<file path="src/rtl/smsdac_sample_scheduler_if.sv">
// Sample ingress handshake and modulator egress bundle
// for the SMS DAC sample scheduler.
interface smsdac_sample_scheduler_if #(
  parameter int DW = 8
);
  logic [DW-1:0] in_data;
  logic          in_valid;
  logic          in_ready;
  logic [DW-1:0] mod_data;
  logic          mod_strobe;

  modport master (
    output in_data,
    output in_valid,
    input  in_ready,
    input  mod_data,
    input  mod_strobe
  );

  modport slave (
    input  in_data,
    input  in_valid,
    output in_ready,
    output mod_data,
    output mod_strobe
  );
endinterface

</file>
<file path="src/rtl/smsdac_sample_scheduler.sv">
// Sample FIFO with priming, paced release and underflow repeat
// feeding the SMS modulator core.
module smsdac_sample_scheduler #(
  parameter int DW    = 8,
  parameter int DEPTH = 4,
  parameter int DIVW  = 8
) (
  input  logic                   clk,
  input  logic                   rst_n,
  input  logic                   ena,
  input  logic                   run,
  input  logic [DIVW-1:0]        rate,
  input  logic                   clr,
  smsdac_sample_scheduler_if.slave bus,
  output logic                   underflow,
  output logic [$clog2(DEPTH):0] fill,
  output logic [1:0]             state
);

  localparam int PW = $clog2(DEPTH);
  localparam int FW = PW + 1;
  localparam logic [FW-1:0] FULL = FW'(DEPTH);
  localparam logic [FW-1:0] HALF = FW'(DEPTH / 2);
  localparam logic [DW-1:0] MID  = {1'b1, {(DW-1){1'b0}}};

  typedef enum logic [1:0] {
    S_IDLE  = 2'd0,
    S_PRIME = 2'd1,
    S_RUN   = 2'd2
  } st_e;

  st_e           state_q, state_d;
  logic [DIVW-1:0] cnt_q, cnt_d;
  logic [PW-1:0] rd_q, rd_d;
  logic [PW-1:0] wr_q, wr_d;
  logic [FW-1:0] fill_q, fill_d;
  logic [DW-1:0] data_q, data_d;
  logic          strobe_q, strobe_d;
  logic          uf_q, uf_d;
  logic [DW-1:0] mem_q [DEPTH];

  logic push;
  logic pop;

  assign bus.in_ready   = rst_n && ena && (fill_q < FULL);
  assign bus.mod_data   = data_q;
  assign bus.mod_strobe = strobe_q && ena;
  assign underflow      = uf_q;
  assign fill           = fill_q;
  assign state          = state_q;
  assign push           = bus.in_valid && bus.in_ready;

  always_comb begin
    state_d  = state_q;
    cnt_d    = cnt_q;
    data_d   = data_q;
    strobe_d = 1'b0;
    uf_d     = uf_q && !clr;
    pop      = 1'b0;
    unique case (state_q)
      S_IDLE: begin
        data_d = MID;
        cnt_d  = '0;
        if (run) state_d = S_PRIME;
      end
      S_PRIME: begin
        cnt_d = '0;
        if (!run) state_d = S_IDLE;
        else if (fill_q >= HALF) state_d = S_RUN;
      end
      S_RUN: begin
        if (!run) begin
          state_d = S_IDLE;
          data_d  = MID;
          cnt_d   = '0;
        end else if (cnt_q >= rate) begin
          // >= so a lowered rate fires at once
          cnt_d    = '0;
          strobe_d = 1'b1;
          if (fill_q != '0) begin
            pop    = 1'b1;
            data_d = mem_q[rd_q];
          end else begin
            uf_d = 1'b1;
          end
        end else begin
          cnt_d = cnt_q + DIVW'(1);
        end
      end
      default: begin
        state_d = S_IDLE;
        cnt_d   = '0;
      end
    endcase
    wr_d   = push ? wr_q + PW'(1) : wr_q;
    rd_d   = pop ? rd_q + PW'(1) : rd_q;
    fill_d = fill_q + FW'(push) - FW'(pop);
  end

  always_ff @(posedge clk) begin
    if (!rst_n) begin
      state_q  <= S_IDLE;
      cnt_q    <= '0;
      rd_q     <= '0;
      wr_q     <= '0;
      fill_q   <= '0;
      data_q   <= MID;
      strobe_q <= 1'b0;
      uf_q     <= 1'b0;
    end else if (ena) begin
      state_q  <= state_d;
      cnt_q    <= cnt_d;
      rd_q     <= rd_d;
      wr_q     <= wr_d;
      fill_q   <= fill_d;
      data_q   <= data_d;
      strobe_q <= strobe_d;
      uf_q     <= uf_d;
    end
  end

  always_ff @(posedge clk) begin
    if (push) mem_q[wr_q] <= bus.in_data;
  end

endmodule

</file>
<file path="src/flat_wrapper.sv">
// flat-port wrapper written by rule: the top's interface ports become plain ports
module smsdac_sample_scheduler_flat 
#(
  parameter int DW    = 8,
  parameter int DEPTH = 4,
  parameter int DIVW  = 8
)
  (clk, rst_n, ena, run, rate, clr, underflow, fill, state, bus_in_data, bus_in_valid, bus_in_ready, bus_mod_data, bus_mod_strobe);
  smsdac_sample_scheduler_if #(.DW(DW)) bus_i ();
  input  logic clk;
  input  logic rst_n;
  input  logic ena;
  input  logic run;
  input  logic [DIVW-1:0] rate;
  input  logic clr;
  output logic underflow;
  output logic [$clog2(DEPTH):0] fill;
  output logic [1:0] state;
  input wire logic [$bits(bus_i.in_data)-1:0] bus_in_data;
  input wire logic [$bits(bus_i.in_valid)-1:0] bus_in_valid;
  output wire logic [$bits(bus_i.in_ready)-1:0] bus_in_ready;
  output wire logic [$bits(bus_i.mod_data)-1:0] bus_mod_data;
  output wire logic [$bits(bus_i.mod_strobe)-1:0] bus_mod_strobe;
  assign bus_i.in_data = bus_in_data;
  assign bus_i.in_valid = bus_in_valid;
  assign bus_in_ready = bus_i.in_ready;
  assign bus_mod_data = bus_i.mod_data;
  assign bus_mod_strobe = bus_i.mod_strobe;
  smsdac_sample_scheduler #(.DW(DW), .DEPTH(DEPTH), .DIVW(DIVW)) u_core (.clk(clk), .rst_n(rst_n), .ena(ena), .run(run), .rate(rate), .clr(clr), .bus(bus_i), .underflow(underflow), .fill(fill), .state(state));
endmodule
</file>
<file path="config.mk">
export PLATFORM = sky130hd
export DESIGN_NAME = smsdac_sample_scheduler_flat
export DESIGN_NICKNAME = d
export VERILOG_FILES = /design/src/rtl/smsdac_sample_scheduler_if.sv /design/src/rtl/smsdac_sample_scheduler.sv /design/src/flat_wrapper.sv
export SDC_FILE = /design/constraint.sdc
export NUM_CORES = 1
export LEC_CHECK = 0
export BUFFER_PORTS_ARGS = -buffer_cell sky130_fd_sc_hd__buf_2
export CORE_ASPECT_RATIO = 1.25
export CORE_MARGIN = 3
export CORE_UTILIZATION = 57
export CTS_CLUSTER_SIZE = 25
export DETAILED_ROUTE_END_ITERATION = 10
export PLACE_DENSITY = 0.88
export SETUP_SLACK_MARGIN = 0.4
export SYNTH_ARGS = -nofsm -noshare
export SYNTH_HDL_FRONTEND = slang
export SYNTH_SLANG_ARGS = --single-unit
</file>
<file path="constraint.sdc">
create_clock -name clk -period 2.9 [get_ports clk]
set_input_delay 0 -clock clk [delete_from_list [all_inputs] [get_ports clk]]
set_output_delay 0 -clock clk [all_outputs]
set_load 0.05 [all_outputs]
</file>
==> results.ini <==
[run_status]
status=complete, no violations

[synthesis]
synth_top_cell_area_share_pct=34.3
syn-cell-area_um2=2800
synth.distinct_cells=45
synthCells=239
ys_ff_latch=61
synth-xor-area-share_pct=1.57
yosysWarnings=0
synth_simple_gate_area_share_pct=12.9
synth_seq_area_share_pct=55.1
synthAdderAreaFrac_pct=7.87
synthTopCellsByArea=edfxtp_1, dfxtp_1, ha_1
synthArstFlopShare_pct=0
synth_nets=278
yosysTopAreaCell=edfxtp_1
ys.flop_type=edfxtp_1
synth_compound_gate_area_share_pct=12.0
syn_area_per_cell_um2=11.7
synth_top_family_by_area=simple AND/OR/NAND/NOR gates
synth_edf_count=32
synth.area.mux_share_pct=6.80

[route]
postRouteAntennaNets=0
drt_first_pass_iters=4
routed_wl_um=5750
vias_per_cell=5.75
highest_layer=met4
wl_met1_um=2270
post_drt_wl_per_cell_um=16.0
vias=2064
drt-initial-drc-count=101
met3_wirelength_um=336
drc_errors=0
wl_met2_um=2960

[sta]
setup_tns_ns=0
finalWorstSetupSlack_ns=0.367
worst_pin_slew_ns=0.707
final_hold_viol_count=0
finalSetupViolCount=0
fmax_mhz=395
finalClockSkew_ns=0.00857
rsz0062_at_grt=yes
final_max_slew_viol_count=0
maxSlewHeadroom_pct=52.8
min_period_ns=2.53
fin_crit_sh_pct=87.4

[setup_path]
endpoint_kind=flop
reg2reg_slack_ns=0.37
slowest_delay_ns=0.36
cp_slowest_cell=dfxtp_4
reg2reg_from=u_core.cnt_q[6]
cp-startpoint=u_core.cnt_q[6]
crit_required_ns=3.14
worst_ep_arrival_time_ns=2.78
crit_type=flop to flop
cp_cell_sequence=ha_4 -> a41o_1 -> a21oi_2 -> a21boi_4 -> nor4_2 -> ha_1 -> inv_1 -> ha_2 -> inv_2 -> fa_2 -> xnor2_1 -> a211oi_1
cp-start-kind=flop
cp_max_fo=3
reg2reg_depth=12

[power]
vdd_drop_max_uv=454
cellLeakagePower_uw=0.00136
p_per_area_nw_per_um2=495

[min_path]
hp-start=run
whs_path_depth=4
hp-class=primary input to flop

[global_route]
grt_pass1_wl_um=9200
grt_pass1_vias=1918
grtUsageTotal_pct=22.0
antenna_found_initial=0
overflow=0
grt_start_max_net_pins=23

[clocking]
cts_root_buffer=clkbuf_8
clkTransAtPathRegs_ns=0.07
clkLatencyLatePin_ns=0.34
h-tree-depth=3
tritoncts=done
cts.sinks=61
cts_buffer_depth=2
numCtsBuffers=9

[layout]
nNetsFinal=335
syn_to_final_growth_pct=23.6
drive_gt1_share_pct=30.9
num_antenna_cells=0

[run]
maxCapViolations=0

[floorplanning]
num_io_pins=38
fp.dieH_um=84.3
fp.coreArea_um2=4560
num_rows=27
start_util_pct=61.3
die_x_um=68.7
dieArea_um2=5790

[placement]
gp_congestion=0.763
dp_hpwl_um=3960
dp_slack_ns=0.177
port_buffers=37

-- placed cells by master (no fill, tap or decap), types with 4 or more instances in the layout --
cell type and count:
edfxtp_1 32, buf_2 37, dfxtp_4 4, ha_4 4
inv_1 17, and3_1 5, clkbuf_8 9, nor3_1 4
mux4_2 8, o21ai_0 13, dfxtp_1 22, nand2_1 10
dlygate4sd3_1 10, ha_1 11, nand4_1 7, nor2_1 11
nand3_1 9, a21oi_1 19, buf_4 8, and2_1 6
-- where the power goes --
| part | switching, uW | internal [uW] |
|---|---|---|
| logic | 79.5 | 52.6 |
| clock network | 347 | 311 |
| registers | 8.56 | 913 |
-- cell usage after synthesis, types with 2 or more instances --
cell type,count
xnor2_1,3
a211oi_1,4
o21a_1,3
nand2_1,10
xor2_1,2
buf_2,3
nand4_1,7
edfxtp_1,32
nor3_1,5
o31ai_1,2
nor2_1,11
clkbuf_1,5
o211a_1,2
inv_1,18
nor2b_1,4
o21ai_0,13
and2_1,6
mux4_2,8
dfxtp_1,29
nand3_1,9
and3_1,5
a21oi_1,20
ha_1,16
-- worst paths after layout --
check                                 to
hold reg to reg   u_core.bus.mod_data[6]
hold / removal           u_core.state[0]
setup reg to reg          u_core.fill[2]
setup / recovery          u_core.fill[2]
-- routing by layer --
layer	track usage (%)	vias up
li1	-	1000
met2	35.3	76
met4	10.3	0
met3	6.96	19
met5	0	-
met1	26.2	969
-- worst max-delay path, delay by kind of cell, from the launching register on --
| kind | cells | cell delay [ns] |
|---|---|---|
| AO/OA/AOI/OAI | 4 | 0.81 |
| XOR/XNOR | 1 | 0.13 |
| adder cells (fa/ha/maj) | 4 | 0.99 |
| buffers and inverters | 2 | 0.09 |
| flip-flops | 1 | 0.36 |
| AND/OR/NAND/NOR | 1 | 0.06 |
-- final cells by class --
cell class	count	area [um^2]
multi-input cells	151	1240
inverters	18	67.6
clock buffers	9	124
clock inverters	7	51.3
flip-flops and latches	61	1560
well taps	58	72.6
fillers	283	1100
repair buffers	55	345
-- per-stage QoR --
| step | instance area, um^2 | utilization (%) | hold WS, ns | power, uW | instances |
|---|---|---|---|---|---|
| final | 3460 | 75.8 | 0.0961 | 1710 | 359 |
| after global routing | 3460 | 75.8 | 0.114 | 1790 | 359 |
| after CTS | 3410 | 74.7 | 0.0842 | 1720 | 355 |
| after detailed placement | 3060 | 67.1 | 0.221 | 1060 | 327 |
| after global placement | 3060 | 67.1 | 0.213 | 1050 | 327 |
| after floorplan | 2820 | - | 0.0762 | 1020 | 239 |
-- state kept, by name (all words and copies together), names as in the netlist, named ones only --
signal and cells:
u_core.bus.mod_data 8, u_core.cnt_q 8, u_core.fill 3, u_core.mem_q 32, u_core.rd_q 2, u_core.state 2
u_core.strobe_q 1, u_core.underflow 1, u_core.wr_q 2
-- repair_timing --
item / CTS / global route
hold buffers: 10 / 0
hold endpoints to repair: 35 / 0
cloned: 0 / 0
setup endpoints to repair: 2 / 2
gates resized for setup: 9 / 10
pin swaps: 7 / 6
setup buffers: 2 / 4
-- cell families after synthesis --
logic type / after synthesis
xor+xnor: 5
buf+inv: 27
compound gates: 54
fa+ha+maj: 17
simple gates: 66
flops: 61
mux: 9
No activity file was read; power rests on OpenSTA's default activity.
